## src/rtl/if_stage_pkg.sv

```systemverilog
// Shared types for the fetch stage: word/IF-ID register layouts and fetch FSM states.
package if_stage_pkg;

  typedef logic [31:0] word_t;

  typedef struct packed {
    word_t pc;
    word_t inst;
    logic  vld;
  } if_id_reg_t;

  typedef enum logic [1:0] {S_IDLE, S_WAIT, S_HOLD} fetch_state_e;

  localparam word_t NOP_INST = 32'h0000_0013;

  function automatic if_id_reg_t make_bubble(input word_t pc);
    if_id_reg_t b;
    b.pc   = pc;
    b.inst = NOP_INST;
    b.vld  = 1'b0;
    return b;
  endfunction

endpackage

```

## src/rtl/if_stage.sv

```systemverilog
// Instruction-fetch stage: owns the PC, issues one-outstanding imem requests and fills IF/ID,
// honouring stall from the hazard unit and redirect (which also flushes IF/ID) from EX.
module if_stage
  import if_stage_pkg::*;
#(
  parameter logic [31:0] RESET_PC = 32'h0000_0000
) (
  input  logic        i_clk,
  input  logic        i_reset,
  input  logic        i_stall,
  input  logic        i_redirect,
  input  logic [31:0] i_redirect_pc,
  output logic        o_imem_req,
  output logic [31:0] o_imem_addr,
  input  logic        i_imem_rvalid,
  input  logic [31:0] i_imem_rdata,
  output logic [64:0] o_if_id
);

  fetch_state_e state_q, state_d;
  word_t        pc_q, pc_d;
  word_t        hold_q, hold_d;
  logic         kill_q, kill_d;
  if_id_reg_t   if_id_q, if_id_d;

  logic  req;
  word_t addr;
  logic  deliver;
  word_t deliver_inst;
  word_t redirect_pc;
  word_t pc_plus4;

  assign redirect_pc = i_redirect_pc & 32'hFFFF_FFFC;
  assign pc_plus4    = pc_q + 32'd4;

  // kill_q marks the outstanding response as belonging to a path that was redirected away.
  always_comb begin
    state_d      = state_q;
    pc_d         = pc_q;
    hold_d       = hold_q;
    kill_d       = kill_q;
    req          = 1'b0;
    addr         = pc_q;
    deliver      = 1'b0;
    deliver_inst = NOP_INST;

    case (state_q)
      S_IDLE: begin
        req     = 1'b1;
        state_d = S_WAIT;
        if (i_redirect) begin
          addr = redirect_pc;
          pc_d = redirect_pc;
        end
      end

      S_WAIT: begin
        if (!i_imem_rvalid) begin
          if (i_redirect) begin
            pc_d   = redirect_pc;
            kill_d = 1'b1;
          end
        end else if (kill_q || i_redirect) begin
          kill_d = 1'b0;
          req    = 1'b1;
          if (i_redirect) begin
            addr = redirect_pc;
            pc_d = redirect_pc;
          end
        end else if (!i_stall) begin
          deliver      = 1'b1;
          deliver_inst = i_imem_rdata;
          req          = 1'b1;
          addr         = pc_plus4;
          pc_d         = pc_plus4;
        end else begin
          hold_d  = i_imem_rdata;
          state_d = S_HOLD;
        end
      end

      S_HOLD: begin
        if (i_redirect) begin
          req     = 1'b1;
          addr    = redirect_pc;
          pc_d    = redirect_pc;
          state_d = S_WAIT;
        end else if (!i_stall) begin
          deliver      = 1'b1;
          deliver_inst = hold_q;
          req          = 1'b1;
          addr         = pc_plus4;
          pc_d         = pc_plus4;
          state_d      = S_WAIT;
        end
      end

      default: state_d = S_IDLE;
    endcase

    if (i_redirect) begin
      if_id_d = make_bubble(pc_q);
    end else if (i_stall) begin
      if_id_d = if_id_q;
    end else if (deliver) begin
      if_id_d.pc   = pc_q;
      if_id_d.inst = deliver_inst;
      if_id_d.vld  = 1'b1;
    end else begin
      if_id_d = make_bubble(pc_q);
    end
  end

  always_ff @(posedge i_clk) begin
    if (i_reset) begin
      state_q <= S_IDLE;
      pc_q    <= RESET_PC;
      hold_q  <= NOP_INST;
      kill_q  <= 1'b0;
      if_id_q <= make_bubble(32'h0000_0000);
    end else begin
      state_q <= state_d;
      pc_q    <= pc_d;
      hold_q  <= hold_d;
      kill_q  <= kill_d;
      if_id_q <= if_id_d;
    end
  end

  assign o_imem_req  = req & ~i_reset;
  assign o_imem_addr = addr;
  assign o_if_id     = if_id_q;

endmodule
```

## config.mk

```make
export PLATFORM = sky130hd
export DESIGN_NAME = if_stage
export DESIGN_NICKNAME = d
export VERILOG_FILES = /design/src/rtl/if_stage_pkg.sv /design/src/rtl/if_stage.sv
export SDC_FILE = /design/constraint.sdc
export NUM_CORES = 1
export LEC_CHECK = 0
export CORE_UTILIZATION = 25
export DETAILED_ROUTE_END_ITERATION = 12
export PLACE_DENSITY = 0.47
export REMOVE_ABC_BUFFERS = 1
export SYNTH_ARGS = -nofsm -noshare
export SYNTH_HDL_FRONTEND = slang
export SYNTH_SLANG_ARGS = --single-unit
```

## constraint.sdc

```tcl
create_clock -name i_clk -period 8.3 [get_ports i_clk]
set_input_delay 2.075 -clock i_clk [delete_from_list [all_inputs] [get_ports i_clk]]
set_output_delay 2.075 -clock i_clk [all_outputs]
set_load 0.02 [all_outputs]
```

==> key figures <==
Outcome
  – Outcome: completed

Worst setup path
  – Worst path cell trace: buf_2, nand4b_4, or4_1, nor4_4, buf_4, nand3_1, mux2_2, o22ai_1, clkdlybuf4s50_1
  – CP Depth: 9
  – RR Endpoint: o_if_id[5]$_SDFFE_PP1N_
  – Worst R2R Setup Slack: 4900 ps
  – WP buf/inv: 3
  – Crit path from: i_stall
  – Reg2Reg Depth: 7
  – Worst EP required: 6230 ps
  – CP Max Fanout: 16
  – Critical Path Sink Type: primary output
  – Worst reg2reg startpoint: state_q[0]$_SDFFE_PP0P_
  – Worst setup path category: in -> out
  – Delay-heaviest family, CP: simple AND/OR/NAND/NOR gates
  – Worst Path Arrival: 5220 ps
  – Worst Setup EP: o_imem_addr[31]
  – CP max stage delay: approximately 800 ps
  – Crit-path slowest cell: or4_1
  – Type of origin of the critical path: input port

Power and ir drop
  – Leak pwr: 3.85 nW
  – Pint: 0.00186 W
  – Logic pwr share: 48.2%
  – Clock power frac: about a quarter
  – Total power divided by cell area: 293 nW/um^2
  – Sw Pwr: 0.00152 W
  – IR drop worst, VDD: 0.152 mV
  – Switching share of total power: 45.0%
  – Sequential power share: 26.4%

Die
  – Num rows: 69
  – Core area: 35500 um^2
  – Die span in y: 191 um
  – Initial core utilization: 25.3%
  – Die Area: 36700 um^2
  – I/O Pins: 167
  – Die Span X: 191 um

Synthesis
  – Synth top area share: 29.4%
  – Yosys warning total: 0
  – Post-synthesis cell type count: 73
  – Synth async-reset ratio: 0%
  – Post-synth EDFFs: 0
  – Largest area contributor in the netlist: dfxtp_1
  – Sequential-to-total area share from yosys stat: 29.4%
  – Synthesized area: 8980 um^2
  – Post-synth top flop: dfxtp_1
  – Synth Register Bits: 132
  – Synthesized instance count: 1309
  – Post-synthesis average cell area: 6.86 um^2
  – Synth area leaders: dfxtp_1 (29%), nand2_1 (8.9%), a21oi_1 (8.6%)

Global route
  – GRT Total Usage: a little over a fifth
  – Overflow after GRT: 0
  – Largest net degree at the start of global routing: 63
  – Number of global-route vias before repair: about 10000
  – First-pass GRT wire length: 61.1 mm
  – Initial antenna violation count: 3

Route
  – Iter 0 DRT Violations: 1224
  – Routed WL: 40.3 mm
  – DR DRC count: 0
  – Number of routed nets with antenna violations: 0
  – Vias/cell: 5.62
  – First-pass iteration count of the detailed router: 6
  – Detailed-route via count: ~10000
  – DR WL/cell: 21.6 um

Placement
  – GPL Wtd Cong: around 0.90
  – DP HPWL: 26.1 mm
  – Port bufs: 164
  – Area of placed instances: 10900 um^2
  – Post-placement cell count: 1831
  – Setup WS pre-CTS: 1050 ps

Clock tree
  – Clk pin slew, worst setup/hold paths: 60 ps
  – Num CTS Buffers: 17
  – Cts hold-fix bufs: 0
  – CTS tree: yes
  – Clk sink count: 132
  – Max clock buf depth: 2
  – Post-cts resize count: 0
  – Post CTS Setup Buffer Count: 0
  – H-tree Lvls: 4
  – Root Driver: clkbuf_16
  – Clk_lat worst skew: 450 ps

Finish
  – Post-Layout Cell Count: 1863
  – Layout net count: 1464
  – Share of cells above drive strength 1: 6.28%
  – Diodes inserted: 0
  – Design area: around 12000 um^2
  – Layout area overhead: 28.6%

Run
  – MaxCap Viol Count: 0

Timing
  – Tcrit/Tclk final: 87.8%
  – Headroom to the max-slew limit: 30.8%
  – Fin worst setup slack: ~1000 ps
  – F_max: 137 MHz
  – Final min period: 7290 ps
  – Final hold violation count: 0
  – Fin. max-slew vios: 0
  – Clk_skew: 17.5 ps
  – Final setup TNS: 0 ps
  – Worst slew pin tran: 1030 ps
  – RSZ-0062 raised after global routing: no
  – Setup violations, final: 0

Worst hold path
  – Min-Delay Path Class: reg -> reg
final cells by class:
class / count / area (um^2)
fill: 3887 / 23900
tap: 461 / 577
multi-input combinational: 1017 / 5730
timing repair buffer: 192 / 1840
sequential: 132 / 2640
clock inverter: 13 / 194
inverter: 29 / 109
clock buffer: 19 / 453
tightest hold or removal path, stage by stage, from the launching register on:
cell and delay [ps]:
dfxtp_1 310, nand2_1 50, a21oi_1 50
worst min path at each step:
stage | end | startpoint | cells after the start
detailed placement | o_if_id[60]$_SDFFE_PP0N_ | o_if_id[60]$_SDFFE_PP0N_ | 2
floorplan | hold_q[10]$_SDFFE_PP0P_ | hold_q[10]$_SDFFE_PP0P_ | 2
global route | o_if_id[63]$_SDFFE_PP0N_ | o_if_id[63]$_SDFFE_PP0N_ | 2
finish | o_if_id[58]$_SDFFE_PP0N_ | o_if_id[58]$_SDFFE_PP0N_ | 2
global placement | o_if_id[63]$_SDFFE_PP0N_ | o_if_id[63]$_SDFFE_PP0N_ | 2
CTS | o_if_id[60]$_SDFFE_PP0N_ | o_if_id[60]$_SDFFE_PP0N_ | 2
registers in the layout, summed over array words and instances, names as in the netlist:
register	cells
state_q	2
hold_q	32
kill_q	1
o_if_id	65
pc_q	32
cells by family after synthesis:
| kind of cell | count (synthesis) | share of synthesized area [%] |
|---|---|---|
| muxes | 17 | 1.92 |
| buffers and inverters | 160 | 7.04 |
| xor gates and xnor gates | 20 | 1.95 |
| and+or+nand+nor | 508 | 25.9 |
| DFF | 132 | 29.4 |
| AOI/OAI and AO/OA | 466 | 32.9 |
| adders and majority gates | 6 | 0.836 |
cells in the final DEF (no fill, tap or decap), drive strengths merged, types with 19 or more instances in the layout:
cell type and n:
o21ai 88, inv 33, a31oi 25, clkbuf 19
a21oi 154, a22oi 41, nand2 212, dfxtp 132
nand3 30, nor2 118, nor3 55, buf 31
o211ai 25, clkdlybuf4s50 161, nand2b 22
cell usage after synthesis (7+ instances only):
master / n
clkbuf_1: 106
xnor2_1: 16
buf_2: 10
o22ai_1: 18
buf_1: 12
nand3_1: 30
a221oi_1: 14
a21oi_1: 154
a211oi_1: 7
nand2b_1: 22
nor2b_1: 7
o21ai_0: 88
o31ai_1: 9
nand2_1: 212
mux2i_1: 15
dfxtp_1: 132
and2_1: 7
nand4_1: 11
o211ai_1: 25
a21o_1: 7
nor2_1: 118
inv_1: 27
nor3_1: 55
nor4_1: 17
a31oi_1: 25
a22oi_1: 41
power groups by stage:
| stage | Sequential (W) | Clock, W | Combinational [W] |
|---|---|---|---|
| detailed placement | 0.000902 | 0 | 0.00161 |
| CTS | 0.000888 | 0.000880 | 0.00162 |
| floorplan | 0.000878 | 0 | 0.000905 |
| global placement | 0.000901 | 0 | 0.00161 |
| finish | 0.000894 | 0.000859 | 0.00163 |
| global route | 0.000908 | 0.000902 | 0.00176 |
layer usage:
layer / vias up / GRT usage [%] / part of all wire, %
met2: 503 / 33.2 / 44
li1: 4913 / - / -
met5: - / 0 / 0.099
met3: 78 / 6.48 / 9.2
met1: 4979 / 28.9 / 44
met4: 6 / 8.70 / 2.6
metrics by stage:
step / util [%] / hold WS [ps] / power (W)
global placement: 30.7 / 438 / 0.00251
floorplan: - / 431 / 0.00178
detailed placement: 30.7 / 444 / 0.00251
CTS: 32.5 / 450 / 0.00338
global route: 32.5 / 469 / 0.00357
finish: 32.5 / 449 / 0.00338
Note: power is estimated with default switching activity, not from simulation.
